$ cat src/rtl/mem_ldst_unit.sv
// MEM-stage load/store unit: runs a req/ack handshake with data memory,
// lane-steers byte/halfword stores, and sign/zero-extends loads.
// Optional build macro: LDST_TIMEOUT_EN adds a request timeout (TIMEOUT_CYC)
// that aborts with a one-cycle o_con_buserr pulse.
module mem_ldst_unit #(
    parameter int TIMEOUT_CYC = 255
) (
    input  logic        i_clk,
    input  logic        i_rst,
    input  logic        i_con_memread,
    input  logic        i_con_memwrite,
    input  logic [1:0]  i_con_size,
    input  logic        i_con_unsigned,
    input  logic [31:0] i_data_addrM,
    input  logic [31:0] i_data_writeM,
    output logic        o_con_stall,
    output logic        o_con_misalign,
    output logic        o_con_buserr,
    output logic [31:0] o_data_readM,
    output logic        o_mem_req,
    output logic        o_mem_we,
    output logic [31:0] o_mem_addr,
    output logic [31:0] o_mem_wdata,
    output logic [3:0]  o_mem_be,
    input  logic        i_mem_ack,
    input  logic [31:0] i_mem_rdata
);

    localparam logic [1:0] S_IDLE = 2'd0;
    localparam logic [1:0] S_REQ  = 2'd1;
    localparam logic [1:0] S_DONE = 2'd2;

    // The timeout counter is 8 bits wide; an out-of-range limit elaborates
    // this marker block so it is easy to spot in the hierarchy.
    if (TIMEOUT_CYC < 1 || TIMEOUT_CYC > 255) begin : g_timeout_cyc_out_of_range
    end

    logic [1:0]  state_q, state_d;
    logic [29:0] addr_q;
    logic [1:0]  lane_q;
    logic [31:0] wdata_q;
    logic [3:0]  be_q;
    logic        we_q;
    logic [1:0]  size_q;
    logic        uns_q;
    logic [31:0] rdata_q;

    logic        access;
    logic        misalign;
    logic [3:0]  be_d;
    logic [31:0] wdata_d;
    logic [31:0] load_fmt;
    logic [7:0]  byte_sel;
    logic [15:0] half_sel;
    logic        timeout;

    assign access = i_con_memread | i_con_memwrite;

    // Store lane steering and alignment check on the incoming access.
    // NOTE: every signal gets a default before the case so no path leaves it
    // unassigned, which would otherwise infer a latch.
    always_comb begin
        be_d     = 4'b1111;
        wdata_d  = i_data_writeM;
        misalign = 1'b0;
        case (i_con_size)
            2'b00: begin
                be_d    = 4'b0001 << i_data_addrM[1:0];
                wdata_d = {4{i_data_writeM[7:0]}};
            end
            2'b01: begin
                be_d     = i_data_addrM[1] ? 4'b1100 : 4'b0011;
                wdata_d  = {2{i_data_writeM[15:0]}};
                misalign = i_data_addrM[0];
            end
            default: begin
                misalign = |i_data_addrM[1:0];
            end
        endcase
    end

    // Extract and extend the addressed lane of the returned word.
    always_comb begin
        byte_sel = i_mem_rdata[{lane_q, 3'b000} +: 8];
        half_sel = i_mem_rdata[{lane_q[1], 4'b0000} +: 16];
        case (size_q)
            2'b00:   load_fmt = uns_q ? {24'b0, byte_sel} : {{24{byte_sel[7]}}, byte_sel};
            2'b01:   load_fmt = uns_q ? {16'b0, half_sel} : {{16{half_sel[15]}}, half_sel};
            default: load_fmt = i_mem_rdata;
        endcase
        if (we_q) begin
            load_fmt = 32'b0;
        end
    end

`ifdef LDST_TIMEOUT_EN
    localparam logic [7:0] CNT_LIMIT = 8'(TIMEOUT_CYC - 1);

    logic [7:0] cnt_q;
    logic       buserr_q;

    // The limit cycle is the TIMEOUT_CYC-th REQ cycle; an ack there wins.
    assign timeout      = (state_q == S_REQ) && !i_mem_ack && (cnt_q == CNT_LIMIT);
    assign o_con_buserr = buserr_q;

    // Wait counter runs only in REQ; buserr pulses in the DONE cycle.
    always_ff @(posedge i_clk or posedge i_rst) begin
        if (i_rst) begin
            cnt_q    <= 8'd0;
            buserr_q <= 1'b0;
        end else begin
            buserr_q <= timeout;
            if (state_q != S_REQ) begin
                cnt_q <= 8'd0;
            end else if (!i_mem_ack) begin
                cnt_q <= cnt_q + 8'd1;
            end
        end
    end
`else
    assign timeout      = 1'b0;
    assign o_con_buserr = 1'b0;
`endif

    // Next-state logic: ack is only looked at in REQ, DONE always returns.
    always_comb begin
        state_d = state_q;
        case (state_q)
            S_IDLE:  if (access && !misalign) state_d = S_REQ;
            S_REQ:   if (i_mem_ack || timeout) state_d = S_DONE;
            S_DONE:  state_d = S_IDLE;
            default: state_d = S_IDLE;
        endcase
    end

    // State, captured request and load result.
    // NOTE: sequential state uses non-blocking assignments so every register
    // samples pre-edge values regardless of statement order.
    always_ff @(posedge i_clk or posedge i_rst) begin
        if (i_rst) begin
            state_q <= S_IDLE;
            addr_q  <= 30'b0;
            lane_q  <= 2'b0;
            wdata_q <= 32'b0;
            be_q    <= 4'b0;
            we_q    <= 1'b0;
            size_q  <= 2'b0;
            uns_q   <= 1'b0;
            rdata_q <= 32'b0;
        end else begin
            state_q <= state_d;
            if (state_q == S_IDLE && access && !misalign) begin
                addr_q  <= i_data_addrM[31:2];
                lane_q  <= i_data_addrM[1:0];
                wdata_q <= wdata_d;
                be_q    <= be_d;
                we_q    <= i_con_memwrite;
                size_q  <= i_con_size;
                uns_q   <= i_con_unsigned;
            end
            if (state_q == S_REQ && i_mem_ack) begin
                rdata_q <= load_fmt;
            end else if (timeout) begin
                rdata_q <= 32'b0;
            end
        end
    end

    // Reset gates the combinational IDLE paths so all outputs read 0.
    assign o_con_stall    = !i_rst && ((state_q == S_REQ) ||
                            (state_q == S_IDLE && access && !misalign));
    assign o_con_misalign = !i_rst && (state_q == S_IDLE) && access && misalign;
    assign o_mem_req      = (state_q == S_REQ);
    assign o_mem_we       = we_q;
    assign o_mem_addr     = {addr_q, 2'b00};
    assign o_mem_wdata    = wdata_q;
    assign o_mem_be       = be_q;
    assign o_data_readM   = rdata_q;

endmodule

$ cat config.mk
export PLATFORM = sky130hd
export DESIGN_NAME = mem_ldst_unit
export DESIGN_NICKNAME = d
export VERILOG_FILES = /design/src/rtl/mem_ldst_unit.sv
export SDC_FILE = /design/constraint.sdc
export NUM_CORES = 1
export LEC_CHECK = 0
export ABC_AREA = 0
export BUFFER_PORTS_ARGS = -buffer_cell sky130_fd_sc_hd__buf_2
export CAP_MARGIN = 40
export CORE_MARGIN = 1.5
export CORE_UTILIZATION = 48
export DETAILED_ROUTE_END_ITERATION = 16
export PLACE_DENSITY = 0.77
export SLEW_MARGIN = 15
export SYNTH_ARGS = -nofsm -noshare
export SYNTH_HDL_FRONTEND = slang
export SYNTH_SLANG_ARGS = --single-unit
export TNS_END_PERCENT = 30
$ cat constraint.sdc
create_clock -name i_clk -period 3.6 [get_ports i_clk]
set_clock_uncertainty 0.05 [all_clocks]
set_input_delay 0.36 -clock i_clk [delete_from_list [all_inputs] [get_ports i_clk]]
set_output_delay 0.36 -clock i_clk [all_outputs]
set_load 0.1 [all_outputs]
==> impl_metrics.env <==
export IMPL_grt_first_pass_wirelength_um=21100
export IMPL_crit_type="flop to primary output"
export IMPL_grt_pass1_vias=4249
export IMPL_cap_violations=0
export IMPL_grt_total_usage_pct=24.2
export IMPL_whs_ns=0.155
export IMPL_core_area_mm2=0.0102
export IMPL_avgSynthCellArea_um2=11.6
export IMPL_antenna_cells=0
export IMPL_clkLatencyLatePin_ns=0.37
export IMPL_vias=4198
export IMPL_hold_path_depth=3
export IMPL_min_path_type="input port to flop"
export IMPL_cts_tree="done"
export IMPL_timing_fmax_mhz=399
export IMPL_initial_core_util_pct=49.1
export IMPL_cp_end_kind="primary output"
export IMPL_final_util_pct=61.8
export IMPL_area_growth_syn_to_layout_pct=25.9
export IMPL_nFillCells=867
export IMPL_place_hpwl_um=9660
export IMPL_rsz0062_at_grt="false"
export IMPL_cts_inserted_buffers=9
export IMPL_drc_errors=0
export IMPL_layout_drive_gt1_share_pct=45.9
export IMPL_num_rows=37
export IMPL_clock_sinks=106
export IMPL_cp_required_ns=3.19
export IMPL_relSlewSlack_pct=41.4
export IMPL_first_iter_violations=200
export IMPL_die_height_um=105
export IMPL_hold_violations=0
export IMPL_dieArea_mm2=0.0111
export IMPL_reg2regPathDepth=4
export IMPL_post_cts_setup_buffers=0
export IMPL_seq_area_mm2=0.00265
export IMPL_status="finished, final reports clean"
export IMPL_drt_pass1_iterations=4
export IMPL_ios=209
export IMPL_fin_setup_tns_ns=0
export IMPL_syn_inst=433
export IMPL_antenna_found_initial=0
export IMPL_netlist_area_mm2=0.00502
export IMPL_clk_pin_slew_ns=0.10
export IMPL_hold_buffers=1
export IMPL_finalCritPeriodShare_pct=69.6
export IMPL_cts_resized=0
export IMPL_cts_root_buf="clkbuf_8"
export IMPL_crit_arrival_ns=2.10
export IMPL_multi_input_area_mm2=0.00214
export IMPL_tightest_slew_ns=0.878
export IMPL_ys_ff_latch=106
export IMPL_port_buffers=205
export IMPL_cp_start_kind="flop"
export IMPL_place_gp_congestion=0.932
export IMPL_slew_viol_final=0
export IMPL_grt_ovfl_total=0
export IMPL_wl_per_cell_um=16.8
export IMPL_layout_nets=732
export IMPL_die_x_um=105
export IMPL_synth_distinct_cells=44
export IMPL_cp_max_fo=8
export IMPL_min_period_ns=2.51
export IMPL_drtAntennaViolNets=0
export IMPL_clockBufferDepth=2
export IMPL_synth_warnings=0
export IMPL_setup_violations_final=0
export IMPL_grt_max_degree=57
export IMPL_vias_per_cell=5.47
export IMPL_yosysSeqAreaShare_pct=52.8
export IMPL_h_tree_depth=3
export IMPL_totalWireLength_um=12900
cell type report:
type	instances	share of cell area [%]
inverter	7	0.455
tap	136	2.69
timing repair buffer	214	17.6
multi-input combinational	290	33.8
clock buffer	11	2.24
sequential	106	41.9
clock inverter	4	1.21
stage by stage:
stage                     cells  worst slack (ns)  instance area, um2
final                       768              1.09                6320
after global routing        768             0.995                6320
after CTS                   768              1.07                6320
after detailed placement    752              1.25                6100
after global placement      749              1.29                6050
after floorplan             435             0.401                5040
layout by cell type, fill, tap and decap left out, drive strengths merged, types with 2 or more instances in the layout:
master	instances
buf	213
dfrtp	106
mux2	50
o21ai	38
nand2	34
mux2i	33
a21oi	31
nor2	21
a221o	16
nand2b	11
clkbuf	11
nor2b	9
or3	9
inv	7
a32oi	6
nor3	4
conb	3
or2	3
and2	2
o2111ai	2
o211ai	2
o221ai	2
a2111oi	2
bufinv	2
worst max-delay path, cell delays in order, from the launching register on:
cell and delay [ns]:
dfrtp_1 0.40, or2_1 0.33, or2_2 0.40, nor3_2 0.15
buf_2 0.44
Yosys cell counts, drive strengths merged:
cell type	count	share of area (%)
dfrtp	106	53
mux2	50	11
o21ai	38	3.8
nand2	34	2.5
mux2i	33	6.6
a21oi	31	3.7
nor2	21	1.6
buf	18	3.3
a221o	16	3.2
clkbuf	14	1.0
nand2b	11	1.4
nor2b	9	1.1
or3	9	1.1
inv	7	0.52
a32oi	6	1.0
nor3	4	0.40
or2	3	0.42
a2111oi	2	1.1
and2	2	0.25
o2111ai	2	0.35
o211ai	2	0.30
o221ai	2	0.35
a22o	1	0.17
a32o	1	0.20
a41oi	1	0.17
and3	1	0.12
conb	1	0.075
nand3	1	0.10
nand3b	1	0.15
nand4	1	0.12
nor4	1	0.12
nor4bb	1	0.20
o211a	1	0.20
o21bai	1	0.15
o31ai	1	0.15
flip-flops by register name, indices dropped and copies added (netlist names):
| register | flops |
|---|---|
| o_data_readM | 32 |
| o_mem_wdata | 32 |
| addr_q | 30 |
| o_mem_be | 4 |
| lane_q | 2 |
| size_q | 2 |
| state_q | 2 |
| o_mem_we | 1 |
| uns_q | 1 |
cells by family (layout without fill, tap and decap cells):
| logic type | after synthesis | in the layout | synth area share [%] |
|---|---|---|---|
| muxes | 83 | 83 | 17.8 |
| other | 1 | 3 | 0.0746 |
| buffers and inverters | 39 | 236 | 4.88 |
| DFF | 106 | 106 | 52.8 |
| AOI/OAI and AO/OA | 105 | 105 | 14.8 |
| and+or+nand+nor | 99 | 99 | 9.61 |
path summary, 6_finish.rpt:
kind,end,slack (ns),from
max reg2reg,o_data_readM[29],1.23,lane_q[1]
min reg2reg,o_data_readM[6],0.44,o_data_readM[6]
min,uns_q,0.15,i_con_unsigned
min in group asynchronous,addr_q[9],0.54,i_rst
max in group asynchronous,o_mem_wdata[2],2.35,i_rst
max,o_con_misalign,1.09,state_q[1]
layer usage:
metal / vias to the layer above / global-route usage (%) / part of all wire, %
met5: - / 0 / 0
met4: 0 / 8.51 / 1.7
met3: 17 / 6.86 / 9.2
met2: 196 / 39.6 / 49
met1: 2037 / 30.7 / 41
li1: 1948 / - / -
Power is left out: the tool's default activity adds up to more than one toggle a clock period on the data nets, which glitch-free logic cannot reach.
